File: config.mk
export PLATFORM = sky130hd
export DESIGN_NAME = usb_pkt_rx
export DESIGN_NICKNAME = d
export VERILOG_FILES = /design/src/rtl/usb_pkt_pkg.sv /design/src/rtl/usb_crc.sv /design/src/rtl/usb_pkt_rx.sv
export SDC_FILE = /design/constraint.sdc
export NUM_CORES = 1
export LEC_CHECK = 0
export CAP_MARGIN = 5
export CORE_ASPECT_RATIO = 1.25
export CORE_MARGIN = 1
export CORE_UTILIZATION = 55
export CTS_BUF_LIST = sky130_fd_sc_hd__clkbuf_4 sky130_fd_sc_hd__clkbuf_8
export DETAILED_ROUTE_END_ITERATION = 7
export GPL_TIMING_DRIVEN = 0
export PLACE_DENSITY = 0.79
export SYNTH_ARGS = -nofsm -noshare
export SYNTH_HDL_FRONTEND = slang
export SYNTH_SLANG_ARGS = --single-unit
File: constraint.sdc
create_clock -name clk -period 9.3 [get_ports clk]
set_input_delay 1.86 -clock clk [delete_from_list [all_inputs] [get_ports clk]]
set_output_delay 1.86 -clock clk [all_outputs]
set_load 0.01 [all_outputs]
File: src/rtl/usb_pkt_pkg.sv
// -----------------------------------------------------------------------------
// usb_pkt_pkg
// Shared definitions for the USB packet receive and transmit paths:
//   - usb_pid_t     : 4-bit PID codes (PRE and ERR share 4'hC)
//   - PID_CLASS_*   : packet class encoded in PID[1:0]
//   - CRC5_* / CRC16_*: polynomials, initial values and good-packet residuals
//                       for the LSB-first shift-left CRC form used on the wire
//   - USB_MAX_PAYLOAD : largest data payload in bytes (CRC16 excluded)
//   - pid_check()     : PID byte self-check (upper nibble is the complement)
// -----------------------------------------------------------------------------
package usb_pkt_pkg;

  typedef enum logic [3:0] {
    PID_RSVD    = 4'h0,
    PID_OUT     = 4'h1,
    PID_ACK     = 4'h2,
    PID_DATA0   = 4'h3,
    PID_PING    = 4'h4,
    PID_SOF     = 4'h5,
    PID_NYET    = 4'h6,
    PID_DATA2   = 4'h7,
    PID_SPLIT   = 4'h8,
    PID_IN      = 4'h9,
    PID_NAK     = 4'hA,
    PID_DATA1   = 4'hB,
    PID_PRE_ERR = 4'hC,
    PID_SETUP   = 4'hD,
    PID_STALL   = 4'hE,
    PID_MDATA   = 4'hF
  } usb_pid_t;

  localparam logic [1:0] PID_CLASS_SPECIAL = 2'b00;
  localparam logic [1:0] PID_CLASS_TOKEN   = 2'b01;
  localparam logic [1:0] PID_CLASS_HSK     = 2'b10;
  localparam logic [1:0] PID_CLASS_DATA    = 2'b11;

  localparam logic [4:0]  CRC5_POLY      = 5'h05;
  localparam logic [4:0]  CRC5_INIT      = 5'h1F;
  localparam logic [4:0]  CRC5_RESIDUAL  = 5'h0C;
  localparam logic [15:0] CRC16_POLY     = 16'h8005;
  localparam logic [15:0] CRC16_INIT     = 16'hFFFF;
  localparam logic [15:0] CRC16_RESIDUAL = 16'h800D;

  localparam int USB_MAX_PAYLOAD = 1023;

  function automatic logic pid_check(input logic [7:0] b);
    return b[7:4] == ~b[3:0];
  endfunction

endpackage

File: src/rtl/usb_crc.sv
// -----------------------------------------------------------------------------
// usb_crc
// Byte-wide CRC accumulator, bits consumed LSB first, register shifted left
// with feedback from its MSB. Used for both the CRC5 and the CRC16 checks.
// Ports:
//   clk, rst : clock, asynchronous active-high reset (register -> INIT)
//   clr      : synchronous reload of INIT (has priority over en)
//   en       : fold data into the CRC this cycle
//   data     : byte to fold in
//   crc      : current CRC register
// -----------------------------------------------------------------------------
module usb_crc #(
  parameter int               WIDTH = 16,
  parameter logic [WIDTH-1:0] POLY  = 16'h8005,
  parameter logic [WIDTH-1:0] INIT  = 16'hFFFF
) (
  input  logic             clk,
  input  logic             rst,
  input  logic             clr,
  input  logic             en,
  input  logic [7:0]       data,
  output logic [WIDTH-1:0] crc
);

  function automatic logic [WIDTH-1:0] next_crc(input logic [WIDTH-1:0] c,
                                               input logic [7:0]       d);
    logic [WIDTH-1:0] r;
    r = c;
    for (int i = 0; i < 8; i++) begin
      if (r[WIDTH-1] ^ d[i])
        r = {r[WIDTH-2:0], 1'b0} ^ POLY;
      else
        r = {r[WIDTH-2:0], 1'b0};
    end
    return r;
  endfunction

  always_ff @(posedge clk or posedge rst) begin
    if (rst)
      crc <= INIT;
    else if (clr)
      crc <= INIT;
    else if (en)
      crc <= next_crc(crc, data);
  end

endmodule

File: src/rtl/usb_pkt_rx.sv
// -----------------------------------------------------------------------------
// usb_pkt_rx
// Packet decoder behind the UTMI receive interface. Checks the PID, splits
// token / data / handshake packets, checks CRC5 / CRC16, streams data payload
// (CRC bytes stripped) and ends every packet with a one-cycle status pulse.
// Ports:
//   clk, rst   : clock, asynchronous active-high reset
//   rx_data    : UTMI byte; accepted when rx_valid && rx_active
//   rx_valid   : byte strobe
//   rx_active  : packet in progress; its falling edge ends the packet
//   rx_error   : UTMI receive error, sticky for the packet
//   pid        : PID[3:0] of current / last packet
//   tok_addr   : token address      (updated at end of a clean token)
//   tok_endp   : token endpoint     (updated at end of a clean token)
//   sof_frame  : SOF frame number   (updated at end of a clean SOF)
//   pd_data    : payload byte, qualified by pd_valid
//   pd_valid   : one pulse per payload byte (tentative until pkt_ok)
//   data_len   : payload length of last data packet
//   pkt_done   : one-cycle end-of-packet pulse
//   pkt_ok     : pkt_done with no error flags
//   pkt_err    : {rx_err, len_err, crc_err, pid_err}, valid with pkt_done
// -----------------------------------------------------------------------------
module usb_pkt_rx
  import usb_pkt_pkg::*;
#(
  parameter int MAX_PAYLOAD = USB_MAX_PAYLOAD
) (
  input  logic        clk,
  input  logic        rst,
  input  logic [7:0]  rx_data,
  input  logic        rx_valid,
  input  logic        rx_active,
  input  logic        rx_error,
  output logic [3:0]  pid,
  output logic [6:0]  tok_addr,
  output logic [3:0]  tok_endp,
  output logic [10:0] sof_frame,
  output logic [7:0]  pd_data,
  output logic        pd_valid,
  output logic [10:0] data_len,
  output logic        pkt_done,
  output logic        pkt_ok,
  output logic [3:0]  pkt_err
);

  localparam logic [2:0] ST_IDLE  = 3'd0;
  localparam logic [2:0] ST_PID   = 3'd1;
  localparam logic [2:0] ST_TOKEN = 3'd2;
  localparam logic [2:0] ST_DATA  = 3'd3;
  localparam logic [2:0] ST_HSK   = 3'd4;
  localparam logic [2:0] ST_DRAIN = 3'd5;
  localparam logic [2:0] ST_DONE  = 3'd6;

  // Byte count (payload + 2 CRC bytes) above which the payload is too long.
  localparam logic [10:0] MAX_CNT = 11'(MAX_PAYLOAD + 2);

  logic [2:0]  state_reg;
  logic        rx_active_prev_reg;
  logic [10:0] byte_cnt_reg;
  logic [7:0]  tok_b1_reg;
  logic [2:0]  tok_b2_reg;
  logic [7:0]  dly0_reg;
  logic [7:0]  dly1_reg;
  logic [3:0]  pid_reg;
  logic [6:0]  tok_addr_reg;
  logic [3:0]  tok_endp_reg;
  logic [10:0] sof_frame_reg;
  logic [7:0]  pd_data_reg;
  logic        pd_valid_reg;
  logic [10:0] data_len_reg;
  logic        rx_err_reg;
  logic        len_err_reg;
  logic        crc_err_reg;
  logic        pid_err_reg;

  logic        accept;
  logic        fall;
  logic        in_pkt;
  logic        pkt_end;
  logic        len_fin;
  logic        crc_fin;
  logic [3:0]  err_fin;
  logic [4:0]  crc5;
  logic [15:0] crc16;

  assign accept  = rx_valid && rx_active;
  assign fall    = rx_active_prev_reg && !rx_active;
  assign in_pkt  = (state_reg == ST_TOKEN) || (state_reg == ST_DATA) ||
                   (state_reg == ST_HSK)   || (state_reg == ST_DRAIN);
  assign pkt_end = fall && in_pkt;

  // CRC registers sit at their initial value between packets; the PID byte
  // is never folded in because enables are gated by the body states.
  usb_crc #(.WIDTH(5), .POLY(CRC5_POLY), .INIT(CRC5_INIT)) u_crc5 (
    .clk  (clk),
    .rst  (rst),
    .clr  (state_reg == ST_IDLE),
    .en   (accept && (state_reg == ST_TOKEN)),
    .data (rx_data),
    .crc  (crc5)
  );

  usb_crc #(.WIDTH(16), .POLY(CRC16_POLY), .INIT(CRC16_INIT)) u_crc16 (
    .clk  (clk),
    .rst  (rst),
    .clr  (state_reg == ST_IDLE),
    .en   (accept && (state_reg == ST_DATA)),
    .data (rx_data),
    .crc  (crc16)
  );

  // Final error flags as seen at the end of the packet: length and CRC
  // checks can only be judged once the whole packet has been received.
  always_comb begin
    len_fin = len_err_reg;
    crc_fin = crc_err_reg;
    case (state_reg)
      ST_TOKEN: begin
        len_fin = len_err_reg || (byte_cnt_reg != 11'd2);
        crc_fin = crc_err_reg || (crc5 != CRC5_RESIDUAL);
      end
      ST_DATA: begin
        len_fin = len_err_reg || (byte_cnt_reg < 11'd2);
        crc_fin = crc_err_reg || (crc16 != CRC16_RESIDUAL);
      end
      default: ;
    endcase
    err_fin = {rx_err_reg, len_fin, crc_fin, pid_err_reg};
  end

  always_ff @(posedge clk or posedge rst) begin
    if (rst) begin
      state_reg          <= ST_IDLE;
      rx_active_prev_reg <= 1'b0;
      byte_cnt_reg       <= '0;
      tok_b1_reg         <= '0;
      tok_b2_reg         <= '0;
      dly0_reg           <= '0;
      dly1_reg           <= '0;
      pid_reg            <= '0;
      tok_addr_reg       <= '0;
      tok_endp_reg       <= '0;
      sof_frame_reg      <= '0;
      pd_data_reg        <= '0;
      pd_valid_reg       <= 1'b0;
      data_len_reg       <= '0;
      rx_err_reg         <= 1'b0;
      len_err_reg        <= 1'b0;
      crc_err_reg        <= 1'b0;
      pid_err_reg        <= 1'b0;
    end else begin
      rx_active_prev_reg <= rx_active;
      pd_valid_reg       <= 1'b0;

      if ((state_reg != ST_IDLE) && (state_reg != ST_DONE) && rx_active && rx_error)
        rx_err_reg <= 1'b1;

      if (accept && (byte_cnt_reg != 11'h7FF) && in_pkt)
        byte_cnt_reg <= byte_cnt_reg + 11'd1;

      case (state_reg)
        ST_IDLE: begin
          if (rx_active) begin
            state_reg    <= ST_PID;
            byte_cnt_reg <= '0;
            rx_err_reg   <= 1'b0;
            len_err_reg  <= 1'b0;
            crc_err_reg  <= 1'b0;
            pid_err_reg  <= 1'b0;
          end
        end
        ST_PID: begin
          if (fall) begin
            state_reg <= ST_IDLE;
          end else if (accept) begin
            pid_reg <= rx_data[3:0];
            if (!pid_check(rx_data)) begin
              pid_err_reg <= 1'b1;
              state_reg   <= ST_DRAIN;
            end else begin
              case (rx_data[1:0])
                PID_CLASS_TOKEN: state_reg <= ST_TOKEN;
                PID_CLASS_DATA:  state_reg <= ST_DATA;
                PID_CLASS_HSK:   state_reg <= ST_HSK;
                default: begin
                  if (rx_data[3:0] == PID_PING)
                    state_reg <= ST_TOKEN;
                  else if (rx_data[3:0] == PID_PRE_ERR)
                    state_reg <= ST_HSK;
                  else begin
                    pid_err_reg <= 1'b1;
                    state_reg   <= ST_DRAIN;
                  end
                end
              endcase
            end
          end
        end
        ST_TOKEN: begin
          if (accept) begin
            if (byte_cnt_reg == 11'd0) tok_b1_reg <= rx_data;
            if (byte_cnt_reg == 11'd1) tok_b2_reg <= rx_data[2:0];
          end
        end
        ST_DATA: begin
          // Two-byte delay line: a byte is only known to be payload once
          // two further bytes have arrived, so the CRC16 never leaks out.
          if (accept) begin
            dly0_reg <= rx_data;
            dly1_reg <= dly0_reg;
            if ((byte_cnt_reg >= 11'd2) && !len_err_reg) begin
              if (byte_cnt_reg >= MAX_CNT) begin
                len_err_reg <= 1'b1;
              end else begin
                pd_data_reg  <= dly1_reg;
                pd_valid_reg <= 1'b1;
              end
            end
          end
        end
        ST_HSK: begin
          if (accept) len_err_reg <= 1'b1;
        end
        ST_DONE: state_reg <= ST_IDLE;
        default: ;
      endcase

      // End of packet: latch final flags and publish fields so they are
      // stable during the pkt_done cycle.
      if (pkt_end) begin
        state_reg   <= ST_DONE;
        len_err_reg <= len_fin;
        crc_err_reg <= crc_fin;
        if ((state_reg == ST_TOKEN) && (err_fin == 4'b0000)) begin
          tok_addr_reg <= tok_b1_reg[6:0];
          tok_endp_reg <= {tok_b2_reg, tok_b1_reg[7]};
          if (pid_reg == PID_SOF)
            sof_frame_reg <= {tok_b2_reg, tok_b1_reg};
        end
        if (state_reg == ST_DATA)
          data_len_reg <= (byte_cnt_reg < 11'd2) ? 11'd0 : byte_cnt_reg - 11'd2;
      end
    end
  end

  assign pid       = pid_reg;
  assign tok_addr  = tok_addr_reg;
  assign tok_endp  = tok_endp_reg;
  assign sof_frame = sof_frame_reg;
  assign pd_data   = pd_data_reg;
  assign pd_valid  = pd_valid_reg;
  assign data_len  = data_len_reg;
  assign pkt_done  = (state_reg == ST_DONE);
  assign pkt_err   = pkt_done ? {rx_err_reg, len_err_reg, crc_err_reg, pid_err_reg} : 4'b0000;
  assign pkt_ok    = pkt_done && ({rx_err_reg, len_err_reg, crc_err_reg, pid_err_reg} == 4'b0000);

endmodule
After elaboration in Yosys (flattened, before gate mapping)
Cells that the tools add are included.
Storage, ports and cells
  flip-flop bits (word level): 113
  bits of input ports: 13
Cells by class
  add/subtract/negate cells: 2
  magnitude comparators: 3
  equal/unequal tests: 31
  multiplexer cells: 87
  bitwise operators: 35
  reductions and logical operators: 47
Operators with widths (count)
  $mux 16: 24
  $mux 5: 16
  $mux 11: 4
  $mux 3: 14
  $ne 3x3->1 const B: 9
  $not 3->3: 8
  $mux 1: 22
  $pmux 3 s3: 2
  $ne 16x16->1 const B: 1
  $not 2->2: 8
  $xor 1x1->1: 16
  $reduce_and 3->1: 5
  $logic_and 1x1->1: 13
  $add 11x1->11 const B: 1
  $eq 11x1->1 const B: 1
  $ge 11x11->1 const B: 1
  $ge 11x2->1 const B: 1
  $logic_not 11->1: 1
  $lt 11x2->1 const B: 1
  $ne 11x11->1 const B: 1
  $ne 11x2->1 const B: 1
  $sub 11x2->11 const B: 1
  $reduce_bool 2->1: 5
  $eq 3x3->1 const B: 3
  other kinds (26): 46

Logic depth before layout (Yosys ltp)
  depth in word-level cells: 32
  gate-level depth with buffers: 8

By module
A second synthesis with hierarchy kept.
Second synthesis, totals
  cells, all modules: 502
  area total of the unflattened synthesis: 5954.5 um^2
Modules (own cells, without submodules)
  usb_pkt_rx: times used 1, cells each 376, area an instance 4441.8 um^2
  usb_crc at u_crc16: times used 1, cells each 92, area an instance 1087.3 um^2
  usb_crc at u_crc5: times used 1, cells each 34, area an instance 425.4 um^2

Least setup slack after synthesis
Ideal clock, no wire load.
  path type: in2reg
  start point: input port rx_data[2]
  end point: register u_crc16.crc[15]
  library setup time: 73 ps
  arrival: 3452 ps
  slack: 5775 ps
  stages: 6
  path buffers: 1
  cells stage by stage: buf_2 -> xnor2_1 -> xnor3_1 -> xnor3_1 -> xor3_1 -> a21oi_1
On the way
  word-level cells in the longest chain between the ends: 24
Ends and longest elaborated chain
  start: declaration: RTL line usb_pkt_rx.sv:30  | input logic [7:0] rx_data,
  $xor 1x1->1: RTL line usb_crc.sv:30  | if (r[WIDTH-1] ^ d[i])
  $mux 16: RTL line usb_crc.sv:30
  $mux 16: RTL line usb_crc.sv:43  | else if (en)
  $mux 16: RTL line usb_crc.sv:41  | else if (clr)
  $xor 1x1->1: RTL line usb_crc.sv:30
  $mux 16: RTL line usb_crc.sv:30
  $mux 16: RTL line usb_crc.sv:43
  $mux 16: RTL line usb_crc.sv:41
  [8 not listed]
  $xor 1x1->1: RTL line usb_crc.sv:30
  $mux 16: RTL line usb_crc.sv:30
  $mux 16: RTL line usb_crc.sv:43
  $mux 16: RTL line usb_crc.sv:41
  $xor 1x1->1: RTL line usb_crc.sv:30
  $mux 16: RTL line usb_crc.sv:30
  $mux 16: RTL line usb_crc.sv:43
  $mux 16: RTL line usb_crc.sv:41
  end signal: assignment: RTL line usb_crc.sv:44  | crc <= next_crc(crc, data);
  end: declaration: RTL line usb_crc.sv:22  | output logic [WIDTH-1:0] crc
No other way between the ends. The select of a mux whose other input is x is not followed.
A chain may end at the register's enable or synchronous reset.

Worst setup path in the final report
  start point: register state_reg[0]
  end point: output port pkt_ok
On the way
  word-level cells in the longest chain between the ends: 2
Ends and longest elaborated chain
  start: declaration: RTL line usb_pkt_rx.sv:57  | logic [2:0] state_reg;
  start signal: assignment: RTL line usb_pkt_rx.sv:133  | state_reg <= ST_IDLE;
  start signal: assignment: RTL line usb_pkt_rx.sv:164  | state_reg <= ST_PID;
  start signal: assignment: RTL line usb_pkt_rx.sv:174  | state_reg <= ST_IDLE;
  $eq 3x3->1: RTL line usb_pkt_rx.sv:253  | assign pkt_done = (state_reg == ST_DONE);
  $logic_and 1x1->1: RTL line usb_pkt_rx.sv:255  | assign pkt_ok = pkt_done && ({rx_err_reg, len_err_reg, crc_err_reg, pid_err_reg} == 4'b0000);
  end: declaration: RTL line usb_pkt_rx.sv:42  | output logic pkt_ok,
No other way between the ends.

==> reports/results.ini <==
[critical_path]
path_class=reg -> out
crit_fanout=10
arrival_ns=2.26
ff2ff_path_depth=7
worstSetupStartpointType=flop
rr_startpoint=byte_cnt_reg[6]$_DFF_PP0_
timing.rr.end=sof_frame[5]$_DFFE_PP0P_
crit_end=pkt_ok
crit_path_end_kind=output pin
r2r_slack_ns=6.78
cp.required_ns=7.44
setup.worst_path.start=state_reg[0]$_DFFE_PP0P_

[timing]
fmax_ghz=0.2428
period_share_pct=44.28
fin_setup_tns_ns=0
slew_headroom_pct=50.69
drv_slew=0
hold_violations=0
rsz0062_at_grt=false
setup_violations=0
finalCriticalPeriod_ns=4.118
tightest_slew_ns=0.7380
finClkSkew_ns=0.01796

[floorplan]
core-area_um2=9759
placementRows=40
die_h_um=114.8
die_w_um=92.24
dieArea_um2=10590
start_util_pct=57.36
io_pins=65

[layout]
nets=589
multi_input_area_um2=2562
drive_gt1_share_pct=22.68
num-fill-cells=746
top_register=u_crc16.crc
finalInstanceArea_um2=6787
seqCellArea_um2=2854
syn2layout_area_growth_pct=21.23
antennaDiodeCount=0
largest_reg_flops=16

[drt]
firstDrtPassIters=4
viasPerCell=5.705
wl_per_cell_um=16.97
ant_nets=0
drt-total-wl_um=12010
drt_iter0_markers=142
drc=0
vias=4039

[logic_synthesis]
ys_seq_area_share_pct=50.98
synth_compound_area_share_pct=7.935
ys.flop_type=dfrtp_1
synthArstFlopShare_pct=100.0
syn_area_um2=5598
synthXorXnorAreaFrac_pct=9.544
synth-edff-count=0
syn_nets=510
syn_avg_cell_area_um2=11.42
muxShareOfSynthArea_pct=12.81
synth-adder-area-share_pct=1.565
yosysUniqueCellTypes=59
ys_warn_count=0
synth-seq-cells=113
synthCells=490
synth_top_family_by_area=simple AND/OR/NAND/NOR gates
synthSimpleGateAreaFrac_pct=13.92

[pwr]
vdd_drop_max_mv=0.2763
p_leak_nw=2.958
power_density_nw_per_um2=308.1

[global_routing]
grt_pass1_wl_um=20180
grt_usage_pct=24.92
globalRouteOverflowTotal=0
grt_pass1_vias=4176
antenna_found_initial=0
grt_max_degree=76

[place]
portBuffers=59
gp_congestion=0.8684
dpl_cell_area_um2=6376
place_hpwl_um=8649

[clock_tree]
postCtsSetupBuffers=0
root_buffer=clkbuf_8
clock-sinks=113
clock_path_buffers=2
clock_latency_ns=0.43
cts_buffers=17
cts_max_level=4
path_clk_slew_ns=0.07
cts_tree=built
post_cts_resized=0
cts_hold_buffers=0

[status]
status=finished clean

[min_path]
hold_class=reg -> reg

[flow_run]
max-cap-violations=0

## cell usage in the layout (no fill, tap or decap), types with 7 or more instances in the layout
cell              n
a21oi_1          22
clkbuf_1         16
clkbuf_8         19
clkdlybuf4s50_1  59
dfrtp_1          92
dfstp_2          21
ha_1              7
inv_1             7
mux2_2           59
nand2_1          30
nand3_1           8
nor2_1           29
nor3_1           20
o21ai_0          23
xnor2_1          32
xor2_1           16
## kinds of logic (layout without fill, tap and decap cells)
logic type,after synthesis,after routing
AND/OR/NAND/NOR,144,144
multiplexers,64,64
adder cells (fa/ha/maj),7,7
flip-flops,113,113
AO/OA/AOI/OAI,70,70
XOR/XNOR,53,53
buffers and inverters,39,131
## cell type report
class | count | area share, %
Sequential cell | 113 | 42.05
Multi-Input combinational cell | 338 | 37.76
Timing Repair Buffer | 60 | 9.108
Clock buffer | 19 | 3.853
Tap cell | 126 | 2.323
Buffer | 31 | 2.231
Clock inverter | 13 | 2.194
Inverter | 8 | 0.4794
## metrics by stage
step	worst slack (ns)	std cells	power (mW)	util [%]	hold slack [ns]
global route	5.031	708	2.214	69.54	0.5170
detailed placement	4.855	676	1.625	65.33	0.4705
CTS	5.184	708	2.103	69.54	0.4861
finish	5.182	708	2.091	69.54	0.4805
floorplan	4.487	490	1.379	-	0.4624
global placement	3.035	675	1.580	65.03	0.4650
## critical path, stage by stage, from the launching register on
cell and delay [ns]:
dfrtp_1 0.41, clkbuf_1 0.21, nor2b_1 0.39, nand2_1 0.16
nor2_1 0.12, clkdlybuf4s50_1 0.54
## layer usage
metal	part of all wire (%)	GRT usage, %
met4	2.3	11.56
met2	54	44.78
met5	0	0
met3	3.1	5.291
met1	41	28.48
## cell usage after synthesis (3+ instances only)
| library cell | n | area [um^2] |
|---|---|---|
| a211oi_1 | 3 | 22.52 |
| a21oi_1 | 22 | 110.1 |
| a31oi_1 | 3 | 18.77 |
| and3_1 | 5 | 31.28 |
| and4_1 | 3 | 26.28 |
| buf_1 | 4 | 15.01 |
| buf_2 | 6 | 30.03 |
| buf_6 | 3 | 33.78 |
| clkbuf_1 | 16 | 60.06 |
| dfrtp_1 | 92 | 2302 |
| dfstp_2 | 21 | 551.8 |
| ha_1 | 7 | 87.58 |
| inv_1 | 8 | 30.03 |
| mux2_2 | 59 | 664.4 |
| mux2i_1 | 3 | 30.03 |
| nand2_1 | 30 | 112.6 |
| nand2b_1 | 6 | 37.54 |
| nand3_1 | 8 | 40.04 |
| nand4_1 | 6 | 37.54 |
| nor2_1 | 29 | 108.9 |
| nor2b_1 | 5 | 31.28 |
| nor3_1 | 20 | 100.1 |
| nor3b_1 | 5 | 37.54 |
| nor4_1 | 5 | 31.28 |
| nor4b_1 | 4 | 35.03 |
| o21a_1 | 3 | 22.52 |
| o21ai_0 | 23 | 115.1 |
| o21bai_1 | 4 | 30.03 |
| or3_1 | 3 | 18.77 |
| xnor2_1 | 32 | 280.3 |
| xnor3_1 | 4 | 90.09 |
| xor2_1 | 16 | 140.1 |
## power breakdown
| part | internal, mW | leakage, nW | switching (mW) | total [mW] |
|---|---|---|---|---|
| logic | 0.426 | 1.35 | 0.393 | 0.819 |
| clock network | 0.256 | 0.200 | 0.211 | 0.467 |
| registers | 0.682 | 1.41 | 0.123 | 0.805 |
## worst min-delay path by stage
| stage | from | slack (ns) | cells past startpoint | endpoint |
|---|---|---|---|---|
| floorplan | u_crc16.crc[2]$_DFFE_PP1P_ | 0.46 | 2 | u_crc16.crc[10]$_DFFE_PP1P_ |
| global placement | data_len[7]$_DFFE_PP0P_ | 0.47 | 2 | data_len[7]$_DFFE_PP0P_ |
| detailed placement | data_len[8]$_DFFE_PP0P_ | 0.47 | 2 | data_len[8]$_DFFE_PP0P_ |
| CTS | data_len[8]$_DFFE_PP0P_ | 0.49 | 2 | data_len[8]$_DFFE_PP0P_ |
| global route | data_len[8]$_DFFE_PP0P_ | 0.52 | 2 | data_len[8]$_DFFE_PP0P_ |
| finish | data_len[10]$_DFFE_PP0P_ | 0.48 | 2 | data_len[10]$_DFFE_PP0P_ |
Note: power is estimated with default switching activity, not from simulation.
